File: config.mk
export PLATFORM = sky130hd
export DESIGN_NAME = panda_pc_unit_flat
export DESIGN_NICKNAME = d
export VERILOG_FILES = /design/src/rtl/panda_pkg.sv /design/src/rtl/panda_pc_unit_if.sv /design/src/rtl/panda_pc_redirect_arb.sv /design/src/rtl/panda_pc_unit.sv /design/src/flat_wrapper.sv
export SDC_FILE = /design/constraint.sdc
export NUM_CORES = 1
export LEC_CHECK = 0
export CORE_MARGIN = 5
export CORE_UTILIZATION = 42
export DETAILED_ROUTE_END_ITERATION = 7
export PLACE_DENSITY = 0.79
export SLEW_MARGIN = 20
export SYNTH_ARGS = -nofsm -noshare
export SYNTH_HDL_FRONTEND = slang
export SYNTH_SLANG_ARGS = --single-unit
File: constraint.sdc
create_clock -name clk_i -period 2.95 [get_ports clk_i]
set_input_delay 0.7375 -clock clk_i [delete_from_list [all_inputs] [get_ports clk_i]]
set_output_delay 0.7375 -clock clk_i [all_outputs]
set_load 0.05 [all_outputs]
File: src/rtl/panda_pkg.sv
// Shared types for the Panda Core fetch-stage PC unit.
// pc_sel_e encoding order is the redirect priority: higher value wins.
package panda_pkg;

  typedef enum logic [2:0] {
    PcSelInc    = 3'd0,
    PcSelBranch = 3'd1,
    PcSelJump   = 3'd2,
    PcSelMret   = 3'd3,
    PcSelTrap   = 3'd4
  } pc_sel_e;

  typedef enum logic [1:0] {
    PcBoot = 2'd0,
    PcRun  = 2'd1,
    PcHold = 2'd2
  } pc_state_e;

endpackage

File: src/rtl/panda_pc_unit_if.sv
// Redirect, stall and fetch-request signals between execute/CSR logic,
// the PC unit and instruction memory. The PC unit takes the slave side.
interface panda_pc_unit_if #(
  parameter int Width = 32
);
  logic             stall_i;
  logic             branch_i;
  logic [Width-1:0] branch_target_i;
  logic             jump_i;
  logic [Width-1:0] jump_target_i;
  logic             mret_i;
  logic [Width-1:0] mepc_i;
  logic             trap_i;
  logic [Width-1:0] trap_vector_i;
  logic             fetch_ready_i;
  logic             fetch_valid_o;
  logic [Width-1:0] pc_o;
  logic [Width-1:0] pc_inc_o;
  logic             flush_o;
  logic             misaligned_o;
  logic [Width-1:0] badaddr_o;

  modport master (
    output stall_i, branch_i, branch_target_i, jump_i, jump_target_i,
           mret_i, mepc_i, trap_i, trap_vector_i, fetch_ready_i,
    input  fetch_valid_o, pc_o, pc_inc_o, flush_o, misaligned_o, badaddr_o
  );

  modport slave (
    input  stall_i, branch_i, branch_target_i, jump_i, jump_target_i,
           mret_i, mepc_i, trap_i, trap_vector_i, fetch_ready_i,
    output fetch_valid_o, pc_o, pc_inc_o, flush_o, misaligned_o, badaddr_o
  );
endinterface

File: src/rtl/panda_pc_redirect_arb.sv
// Combinational redirect arbiter: alignment check/masking, priority select
// among the input requests, then select against the pending (stalled) entry.
module panda_pc_redirect_arb
  import panda_pkg::*;
#(
  parameter int Width     = 32,
  parameter int AlignBits = 2
) (
  input  logic             i_enable,
  input  logic             i_branch,
  input  logic [Width-1:0] i_branch_target,
  input  logic             i_jump,
  input  logic [Width-1:0] i_jump_target,
  input  logic             i_mret,
  input  logic [Width-1:0] i_mepc,
  input  logic             i_trap,
  input  logic [Width-1:0] i_trap_vector,
  input  pc_sel_e          i_pend_sel,
  input  logic [Width-1:0] i_pend_target,
  output pc_sel_e          o_sel,
  output logic [Width-1:0] o_target,
  output logic             o_misaligned,
  output logic [Width-1:0] o_badaddr
);

  localparam logic [Width-1:0] LowMask = (Width'(1) << AlignBits) - Width'(1);

  logic             w_branch_bad;
  logic             w_jump_bad;
  pc_sel_e          w_in_sel;
  logic [Width-1:0] w_in_target;

  assign w_branch_bad = |(i_branch_target & LowMask);
  assign w_jump_bad   = |(i_jump_target & LowMask);

  // A misaligned branch/jump simply drops out, letting lower requests through.
  always_comb begin
    w_in_sel    = PcSelInc;
    w_in_target = '0;
    if (i_enable) begin
      if (i_trap) begin
        w_in_sel    = PcSelTrap;
        w_in_target = i_trap_vector & ~LowMask;
      end else if (i_mret) begin
        w_in_sel    = PcSelMret;
        w_in_target = i_mepc & ~LowMask;
      end else if (i_jump && !w_jump_bad) begin
        w_in_sel    = PcSelJump;
        w_in_target = i_jump_target;
      end else if (i_branch && !w_branch_bad) begin
        w_in_sel    = PcSelBranch;
        w_in_target = i_branch_target;
      end
    end
  end

  // Ties go to the fresh input; an empty pending entry is PcSelInc.
  always_comb begin
    o_sel    = i_pend_sel;
    o_target = i_pend_target;
    if (w_in_sel >= i_pend_sel) begin
      o_sel    = w_in_sel;
      o_target = w_in_target;
    end
  end

  assign o_misaligned = i_enable && ((i_jump && w_jump_bad) || (i_branch && w_branch_bad));
  assign o_badaddr    = (i_jump && w_jump_bad) ? i_jump_target : i_branch_target;

endmodule

File: src/rtl/panda_pc_unit.sv
// Program-counter unit for the fetch stage: boot address, prioritised
// redirects, stall with one-entry redirect buffer, fetch valid/ready.
module panda_pc_unit
  import panda_pkg::*;
#(
  parameter int               Width     = 32,
  parameter logic [Width-1:0] BootAddr  = Width'(32'h8000_0000),
  parameter int               AlignBits = 2
) (
  input  logic            clk_i,
  input  logic            rst_ni,
  panda_pc_unit_if.slave  bus
);

  localparam logic [Width-1:0] IncStep = Width'(1) << AlignBits;

  pc_state_e        r_state;
  pc_state_e        w_state_next;
  logic [Width-1:0] r_pc;
  logic [Width-1:0] w_pc_next;
  pc_sel_e          r_pend_sel;
  pc_sel_e          w_pend_sel_next;
  logic [Width-1:0] r_pend_target;
  logic [Width-1:0] w_pend_target_next;
  logic             r_flush;
  logic             w_flush_next;
  logic             r_misaligned;
  logic [Width-1:0] r_badaddr;

  logic             w_active;
  pc_sel_e          w_sel;
  logic [Width-1:0] w_target;
  logic             w_misaligned;
  logic [Width-1:0] w_badaddr;

  assign w_active = (r_state != PcBoot);

  panda_pc_redirect_arb #(
    .Width     (Width),
    .AlignBits (AlignBits)
  ) u_arb (
    .i_enable        (w_active),
    .i_branch        (bus.branch_i),
    .i_branch_target (bus.branch_target_i),
    .i_jump          (bus.jump_i),
    .i_jump_target   (bus.jump_target_i),
    .i_mret          (bus.mret_i),
    .i_mepc          (bus.mepc_i),
    .i_trap          (bus.trap_i),
    .i_trap_vector   (bus.trap_vector_i),
    .i_pend_sel      (r_pend_sel),
    .i_pend_target   (r_pend_target),
    .o_sel           (w_sel),
    .o_target        (w_target),
    .o_misaligned    (w_misaligned),
    .o_badaddr       (w_badaddr)
  );

  always_comb begin
    w_state_next = r_state;
    case (r_state)
      PcBoot:  w_state_next = PcRun;
      PcRun:   w_state_next = bus.stall_i ? PcHold : PcRun;
      PcHold:  w_state_next = bus.stall_i ? PcHold : PcRun;
      default: w_state_next = PcBoot;
    endcase
  end

  // While stalled the arbiter result already holds max(input, pending),
  // so the buffer just takes it; otherwise any redirect overrides ready.
  always_comb begin
    w_pc_next          = r_pc;
    w_pend_sel_next    = r_pend_sel;
    w_pend_target_next = r_pend_target;
    w_flush_next       = 1'b0;
    if (w_active) begin
      if (bus.stall_i) begin
        w_pend_sel_next    = w_sel;
        w_pend_target_next = w_target;
      end else if (w_sel != PcSelInc) begin
        w_pc_next          = w_target;
        w_flush_next       = 1'b1;
        w_pend_sel_next    = PcSelInc;
        w_pend_target_next = '0;
      end else if (bus.fetch_ready_i) begin
        w_pc_next = r_pc + IncStep;
      end
    end
  end

  always_ff @(posedge clk_i or negedge rst_ni) begin
    if (!rst_ni) begin
      r_state       <= PcBoot;
      r_pc          <= BootAddr;
      r_pend_sel    <= PcSelInc;
      r_pend_target <= '0;
      r_flush       <= 1'b0;
      r_misaligned  <= 1'b0;
      r_badaddr     <= '0;
    end else begin
      r_state       <= w_state_next;
      r_pc          <= w_pc_next;
      r_pend_sel    <= w_pend_sel_next;
      r_pend_target <= w_pend_target_next;
      r_flush       <= w_flush_next;
      r_misaligned  <= w_misaligned;
      if (w_misaligned) begin
        r_badaddr <= w_badaddr;
      end
    end
  end

  assign bus.fetch_valid_o = w_active && !bus.stall_i;
  assign bus.pc_o          = r_pc;
  assign bus.pc_inc_o      = r_pc + IncStep;
  assign bus.flush_o       = r_flush;
  assign bus.misaligned_o  = r_misaligned;
  assign bus.badaddr_o     = r_badaddr;

endmodule

File: src/flat_wrapper.sv
// flat-port wrapper written by rule: the top's interface ports become plain ports
module panda_pc_unit_flat import panda_pkg::*;
#(
  parameter int               Width     = 32,
  parameter logic [Width-1:0] BootAddr  = Width'(32'h8000_0000),
  parameter int               AlignBits = 2
)
  (clk_i, rst_ni, bus_stall_i, bus_branch_i, bus_branch_target_i, bus_jump_i, bus_jump_target_i, bus_mret_i, bus_mepc_i, bus_trap_i, bus_trap_vector_i, bus_fetch_ready_i, bus_fetch_valid_o, bus_pc_o, bus_pc_inc_o, bus_flush_o, bus_misaligned_o, bus_badaddr_o);
  panda_pc_unit_if #(.Width(Width)) bus_i ();
  input  logic clk_i;
  input  logic rst_ni;
  input wire logic [$bits(bus_i.stall_i)-1:0] bus_stall_i;
  input wire logic [$bits(bus_i.branch_i)-1:0] bus_branch_i;
  input wire logic [$bits(bus_i.branch_target_i)-1:0] bus_branch_target_i;
  input wire logic [$bits(bus_i.jump_i)-1:0] bus_jump_i;
  input wire logic [$bits(bus_i.jump_target_i)-1:0] bus_jump_target_i;
  input wire logic [$bits(bus_i.mret_i)-1:0] bus_mret_i;
  input wire logic [$bits(bus_i.mepc_i)-1:0] bus_mepc_i;
  input wire logic [$bits(bus_i.trap_i)-1:0] bus_trap_i;
  input wire logic [$bits(bus_i.trap_vector_i)-1:0] bus_trap_vector_i;
  input wire logic [$bits(bus_i.fetch_ready_i)-1:0] bus_fetch_ready_i;
  output wire logic [$bits(bus_i.fetch_valid_o)-1:0] bus_fetch_valid_o;
  output wire logic [$bits(bus_i.pc_o)-1:0] bus_pc_o;
  output wire logic [$bits(bus_i.pc_inc_o)-1:0] bus_pc_inc_o;
  output wire logic [$bits(bus_i.flush_o)-1:0] bus_flush_o;
  output wire logic [$bits(bus_i.misaligned_o)-1:0] bus_misaligned_o;
  output wire logic [$bits(bus_i.badaddr_o)-1:0] bus_badaddr_o;
  assign bus_i.stall_i = bus_stall_i;
  assign bus_i.branch_i = bus_branch_i;
  assign bus_i.branch_target_i = bus_branch_target_i;
  assign bus_i.jump_i = bus_jump_i;
  assign bus_i.jump_target_i = bus_jump_target_i;
  assign bus_i.mret_i = bus_mret_i;
  assign bus_i.mepc_i = bus_mepc_i;
  assign bus_i.trap_i = bus_trap_i;
  assign bus_i.trap_vector_i = bus_trap_vector_i;
  assign bus_i.fetch_ready_i = bus_fetch_ready_i;
  assign bus_fetch_valid_o = bus_i.fetch_valid_o;
  assign bus_pc_o = bus_i.pc_o;
  assign bus_pc_inc_o = bus_i.pc_inc_o;
  assign bus_flush_o = bus_i.flush_o;
  assign bus_misaligned_o = bus_i.misaligned_o;
  assign bus_badaddr_o = bus_i.badaddr_o;
  panda_pc_unit #(.Width(Width), .BootAddr(BootAddr), .AlignBits(AlignBits)) u_core (.clk_i(clk_i), .rst_ni(rst_ni), .bus(bus_i));
endmodule
==> results.sh, run 1 <==
export IMPL_status="finished with violations"
export IMPL_violations="setup timing"
export IMPL_drv_cap=0
export IMPL_core_area_sq_um=15710
export IMPL_path_cells="buf_6 -> or3b_4 -> and2_4 -> o211ai_1 -> ha_2 -> nor2b_4 -> buf_4 -> o21ai_4 -> buf_2 -> o22ai_1 -> a32oi_2 -> o22a_1"
export IMPL_layout_nets=1281
export IMPL_async_reset_ff_frac=1.000
export IMPL_grtUsageTotal=0.2951
export IMPL_synth_top_cell_by_area="dfrtp_1"
export IMPL_tightest_slew_ns=0.8881
export IMPL_wirelength_mm=29.34
export IMPL_critPathLaunchType="input pin"
export IMPL_yosysUniqueCellTypes=59
export IMPL_grt_overflow_total=0
export IMPL_dpl_worst_slack_ns=-0.7395
export IMPL_grt_pass1_wl_mm=42.86
export IMPL_n_antenna_cell=0
export IMPL_timing_hold_violations_final=0
export IMPL_r2r_start="u_core.r_state[0]"
export IMPL_seq_area_frac_synth=0.3889
export IMPL_synth_top_flop_cell="dfrtp_1"
export IMPL_h_tree_depth=3
export IMPL_crit_slowest_cell="o22ai_1"
export IMPL_via_per_inst=6.079
export IMPL_finalWorstSetupSlack_ns=-0.08359
export IMPL_worstPathArrival_ns=3.27
export IMPL_dp_hpwl_mm=19.59
export IMPL_synthTopCellsByArea="dfrtp_1 (38%), a21oi_1 (7.3%), nand2_1 (6.3%)"
export IMPL_drive_gt1_frac=0.3191
export IMPL_setup_worst_path_start="bus_jump_target_i[1]"
export IMPL_path_delay_family="compound AO/OA/AOI/OAI gates"
export IMPL_io_pins=235
export IMPL_clk_latency_ns=0.36
export IMPL_grt_pass1_vias=7976
export IMPL_clk_pin_slew_ns=0.07
export IMPL_cts_sinks=103
export IMPL_synth_area_per_cell_sq_um=8.177
export IMPL_antenna_found_initial=0
export IMPL_root_buffer="clkbuf_16"
export IMPL_endpoint_kind="register"
export IMPL_path_max_fanout=10
export IMPL_power_density_nw_per_um2=1352
export IMPL_hp_start="u_core.r_pend_target[5]"
export IMPL_postCtsHoldBufs=0
export IMPL_syn_area_sq_um=6631
export IMPL_rsz0062_at_grt="true"
export IMPL_peakVddDrop_mv=0.7652
export IMPL_fin_crit_sh=1.028
export IMPL_hold_class="register to register"
export IMPL_num_vias=8267
export IMPL_ys_ff_latch=103
export IMPL_rows=46
export IMPL_p_total_w=0.01585
export IMPL_drc=0
export IMPL_fmaxAchievable_mhz=329.6
export IMPL_fin_crit_ns=3.034
export IMPL_drt_initial_drc_count=1114
export IMPL_route_detailed_wl_per_inst_um=21.57
export IMPL_synth_edf_count=0
export IMPL_cts_buffers=9
export IMPL_syn_to_final_growth_pct=76.70
export IMPL_path_class="input pin to register"
export IMPL_setup_viol=17
export IMPL_max_stage_delay_ns=0.42
export IMPL_num_fill_cells=1040
export IMPL_final_common_cell="clkdlybuf4s50_1"
export IMPL_required_ns=3.19
export IMPL_grt_max_degree=68
export IMPL_antenna_left=0
export IMPL_io_buffers=230
export IMPL_die_h_um=135.7
export IMPL_reg2reg_slack_ns=0
export IMPL_cp_buffers_inverters=3
export IMPL_dieWidth_um=135.7
export IMPL_fin_skew_ns=0.01367
export IMPL_drt_pass1_iterations=7
export IMPL_syn_nets=953
export IMPL_start_util=0.4220
export IMPL_layout_common_cells="clkdlybuf4s50_1 (194), buf_4 (130), dfrtp_1 (88)"
export IMPL_synth_cells=811
export IMPL_gp_congestion=0.9217
export IMPL_cts_buffer_depth=2
export IMPL_slew_headroom=0.4079
export IMPL_cts_tree="yes"
export IMPL_p_leak_nw=4.984
export IMPL_synth_top_area_share=0.3849
export IMPL_synth_warnings=0
export IMPL_maxSlewViolCount=0
export IMPL_floorplan_die_area_sq_um=18400
registers in the layout (all words and copies together) (netlist names):
register and flops:
u_core.bus.badaddr_o 32, u_core.bus.flush_o 1, u_core.bus.misaligned_o 1, u_core.bus.pc_o 32
u_core.r_pend_sel 3, u_core.r_pend_target 32, u_core.r_state 2
cell usage after synthesis (2+ instances only):
| cell | instances |
|---|---|
| inv_1 | 24 |
| o21ai_1 | 4 |
| o21a_1 | 2 |
| xnor2_1 | 16 |
| xor2_1 | 12 |
| a221oi_1 | 15 |
| buf_1 | 5 |
| o31ai_1 | 20 |
| o21ai_0 | 43 |
| a22oi_1 | 4 |
| or2_2 | 2 |
| and2_1 | 7 |
| a2bb2oi_1 | 2 |
| a21oi_1 | 97 |
| o32ai_1 | 2 |
| nor4_2 | 2 |
| and3_1 | 9 |
| buf_4 | 2 |
| mux2i_1 | 33 |
| nor2b_1 | 10 |
| a22o_1 | 2 |
| o221ai_1 | 9 |
| clkbuf_1 | 47 |
| nor3_1 | 13 |
| ha_1 | 6 |
| a31oi_1 | 10 |
| nor4_1 | 4 |
| a32oi_1 | 3 |
| o211ai_1 | 4 |
| nand4_1 | 16 |
| dfrtp_1 | 102 |
| nand2_1 | 111 |
| a221o_1 | 11 |
| nor3b_2 | 2 |
| o22ai_1 | 19 |
| nand3_1 | 37 |
| buf_2 | 14 |
| nor2_1 | 59 |
| o22a_1 | 3 |
| nand3_2 | 2 |
| a211oi_1 | 7 |
| and4_1 | 2 |
per-layer routing:
layer / global-route usage / wire, um
met2: 0.4740 / 13700
met3: 0.07355 / 3377
met4: 0.1288 / 1367
met5: 0 / 0
met1: 0.3783 / 10890
kinds of logic (layout without fill, tap and decap cells):
family                   after synthesis  count (layout)  share of synthesized area
AO/OA/AOI/OAI                        262             262                     0.2493
XOR/XNOR                              28              28                    0.03698
adder cells (fa/ha/maj)                6               6                    0.01132
multiplexers                          33              33                    0.04981
flip-flops                           103             103                     0.3889
AND/OR/NAND/NOR                      285             285                     0.2066
buffers and inverters                 94             427                    0.05717
final cells by class:
cell class | count | area (sq um) | share of cell area
Multi-Input combinational cell | 614 | 4559 | 0.3891
Sequential cell | 103 | 2596 | 0.2216
Timing Repair Buffer | 386 | 3901 | 0.3329
Tap cell | 216 | 270.3 | 0.02306
Inverter | 25 | 98.84 | 0.008436
Clock buffer | 12 | 246.5 | 0.02104
Clock inverter | 4 | 45.04 | 0.003844
worst paths after layout:
kind | to | cells after the start
worst max-delay path | u_core.bus.pc_o[13] | 12
worst min-delay path | u_core.r_pend_target[5] | 2
worst max register to register | u_core.r_pend_sel[0] | 13
worst min register to register | u_core.r_pend_target[5] | 2
max in group asynchronous | u_core.r_pend_target[9] | 2
min in group asynchronous | u_core.bus.pc_o[29] | 1
repair_timing:
action,in CTS,in global routing
setup buffers,29,29
gates resized for setup,69,122
gates cloned,5,1
setup endpoints to repair,79,78
pin swaps,19,38
stage by stage:
step | instances | setup TNS, ns | utilization | hold WS (ns) | cell area, sq um
6_report | 1360 | -0.3369 | 0.7457 | 0.4937 | 11720
5_1_grt | 1360 | -4.055 | 0.7457 | 0.4976 | 11720
2_1_floorplan | 811 | -9.736 | - | 0.4417 | 7088
3_5_place_dp | 1288 | -45.05 | 0.6567 | 0.4652 | 10320
3_3_place_gp | 1288 | -40.78 | 0.6567 | 0.4543 | 10320
4_1_cts | 1337 | -0.01987 | 0.7107 | 0.4819 | 11170
power by group:
part           switching [W]  internal [W]
clock               0.000557      0.000679
sequential          0.000633       0.00207
combinational        0.00696       0.00495
worst reg2reg max path: cells and delay by family, from the launching register on:
kind            cells  cell delay [ns]
compound gates      5             0.97
buf+inv             5             0.70
fa+ha+maj           2             0.65
flops               1             0.39
simple gates        1             0.12
No activity file was read; power rests on OpenSTA's default activity.
==> run 2: changes to the inputs <==
--- a/config.mk
+++ b/config.mk
@@ -5,10 +5,12 @@
 export SDC_FILE = /design/constraint.sdc
 export NUM_CORES = 1
 export LEC_CHECK = 0
+export CELL_PAD_IN_SITES_DETAIL_PLACEMENT = 0
+export CELL_PAD_IN_SITES_GLOBAL_PLACEMENT = 1
 export CORE_MARGIN = 5
-export CORE_UTILIZATION = 42
+export CORE_UTILIZATION = 30
 export DETAILED_ROUTE_END_ITERATION = 7
-export PLACE_DENSITY = 0.79
+export PLACE_DENSITY_LB_ADDON = 0.1
 export SLEW_MARGIN = 20
 export SYNTH_ARGS = -nofsm -noshare
 export SYNTH_HDL_FRONTEND = slang
==> run 2 against run 1 <==
  * Via count decreased by 8.6%
  * Register-to-register slack improved by 0.18 ns
  * Clock power down 3%
  * Largest power group unchanged
  * The run now ends clean
  * Power fell by 5.7%
==> results.sh, run 2 (synthesized netlist as in run 1, its figures left out) <==
export IMPL_io_pins=235
export IMPL_timing_hold_violations_final=0
export IMPL_num_vias=7559
export IMPL_fin_area_sq_um=11460
export IMPL_hold_class="input pin to async pin"
export IMPL_grt_pass1_wl_mm=43.61
export IMPL_root_buffer="clkbuf_16"
export IMPL_p_leak_nw=4.824
export IMPL_route_detailed_wl_per_inst_um=20.30
export IMPL_cts_tree="yes"
export IMPL_maxSlewViolCount=0
export IMPL_cts_sinks=103
export IMPL_drc=0
export IMPL_via_per_inst=5.365
export IMPL_tns_ns=0
export IMPL_combinationalPowerShare=0.743
export IMPL_required_ns=3.19
export IMPL_syn_to_final_growth_pct=72.87
export IMPL_fin_skew_ns=0.007020
export IMPL_layout_nets=1266
export IMPL_p_sw_frac=0.5015
export IMPL_placed_area_sq_um=10520
export IMPL_core_area_sq_um=21820
export IMPL_cts_buffer_depth=2
export IMPL_grt_pass1_vias=7471
export IMPL_grt_overflow_total=0
export IMPL_peakVddDrop_mv=0.6336
export IMPL_dieWidth_um=158.7
export IMPL_h_tree_depth=3
export IMPL_final_core_util=0.5253
export IMPL_layout_common_cells="clkdlybuf4s50_1 (193), buf_4 (115), nand2_1 (97)"
export IMPL_dpl_worst_slack_ns=-0.8098
export IMPL_p_int_w=0.007450
export IMPL_final_common_cell="clkdlybuf4s50_1"
export IMPL_postCtsHoldBufs=0
export IMPL_fin_crit_ns=2.927
export IMPL_p_total_w=0.01495
export IMPL_status="finished clean"
export IMPL_rows=54
export IMPL_drv_cap=0
export IMPL_power_density_nw_per_um2=1304
export IMPL_drt_initial_drc_count=456
export IMPL_gp_congestion=0.8020
export IMPL_power_share_clock=0.080
export IMPL_antenna_left=0
export IMPL_clk_latency_ns=0.35
export IMPL_antenna_found_initial=0
export IMPL_die_h_um=158.7
export IMPL_path_class="input pin to register"
export IMPL_slew_headroom=0.5988
export IMPL_dp_hpwl_mm=21.53
export IMPL_rsz0062_at_grt="true"
export IMPL_worstPathArrival_ns=3.17
export IMPL_path_max_fanout=4
export IMPL_grt_max_degree=46
export IMPL_p_sw_w=0.007495
export IMPL_fmaxAchievable_mhz=341.6
export IMPL_finalWorstSetupSlack_ns=0.02289
export IMPL_setup_viol=0
export IMPL_floorplan_die_area_sq_um=25180
export IMPL_io_buffers=230
export IMPL_endpoint_kind="register"
export IMPL_wirelength_mm=28.60
export IMPL_cts_buffers=9
export IMPL_fin_crit_sh=0.9922
export IMPL_critPathLaunchType="input pin"
export IMPL_n_antenna_cell=0
export IMPL_start_util=0.3039
export IMPL_seq_power_share=0.177
export IMPL_grtUsageTotal=0.2215
export IMPL_tightest_slew_ns=0.5999
export IMPL_drt_pass1_iterations=4
export IMPL_drive_gt1_frac=0.2746
export IMPL_clk_pin_slew_ns=0.07
run 2: cell count changes in the layout (fill, tap and decap cells not counted), sizes merged:
cell / change
buf: -18
clkinv: -1
clkinvlp: +1
bufinv: -1
clkdlybuf4s50: -1
o21ai: +1
dlygate4sd2: +1
clkbuf: +3
run 2: cell type report:
class | instances | area, sq um
fillers | 2085 | 10360
multi-input cells | 615 | 4320
repair buffers | 370 | 3807
flip-flops and latches | 103 | 2599
well taps | 280 | 350.3
clock buffers | 13 | 270.3
inverters | 25 | 98.84
clock inverters | 3 | 17.52
run 2: metal layers:
layer / wire [um] / share of wire / track usage / vias to the layer above
met5: 0 / 0 / 0 / -
met4: 463 / 0.016 / 0.05971 / 0
met3: 2220 / 0.078 / 0.05545 / 26
met2: 12920 / 0.45 / 0.3370 / 260
met1: 13000 / 0.45 / 0.3142 / 3695
li1: - / - / - / 3578
run 2: worst max-delay path: stages:
cell and delay (ns):
buf_6 0.10, or3b_4 0.39, and2_4 0.15, o211ai_1 0.23
ha_2 0.33, nor2b_4 0.13, buf_6 0.11, o211ai_1 0.12
buf_4 0.18, o21ai_4 0.11, buf_6 0.18, o21ai_4 0.08
a221o_1 0.31
run 2: stage by stage:
step / hold slack (ns) / cells
finish: 0.3646 / 1409
detailed placement: 0.4639 / 1361
floorplan: 0.4417 / 811
CTS: 0.3722 / 1395
global placement: 0.4542 / 1361
global route: 0.4036 / 1409
run 2: path summary, 6_finish.rpt:
kind,start,endpoint,slack [ns],cells after the start
worst max register to register,u_core.r_state[1],u_core.bus.pc_o[30],0.18,12
min in group clk_i,u_core.r_pend_target[9],u_core.r_pend_target[9],0.48,2
worst min-delay path,rst_ni,u_core.bus.pc_o[20],0.36,1
worst min register to register,u_core.r_pend_target[9],u_core.r_pend_target[9],0.48,2
max in group asynchronous,rst_ni,u_core.bus.badaddr_o[9],1.73,3
worst max-delay path,bus_jump_target_i[1],u_core.bus.pc_o[30],0.02,13
run 2: power by group through the flow:
stage / registers [W] / logic [W] / clock network [W]
6_report: 0.00265 / 0.0111 / 0.00120
5_1_grt: 0.00273 / 0.0118 / 0.00128
4_1_cts: 0.00264 / 0.0103 / 0.00123
2_1_floorplan: 0.00407 / 0.00447 / 0
3_5_place_dp: 0.00266 / 0.00978 / 0
3_3_place_gp: 0.00265 / 0.00972 / 0
run 2: timing repair:
item / 4_1_cts / 5_1_grt
pin swaps: 12 / 21
gates resized for setup: 47 / 71
endpoints found under the setup margin: 82 / 62
gates cloned: 1 / 5
setup buffers: 17 / 9
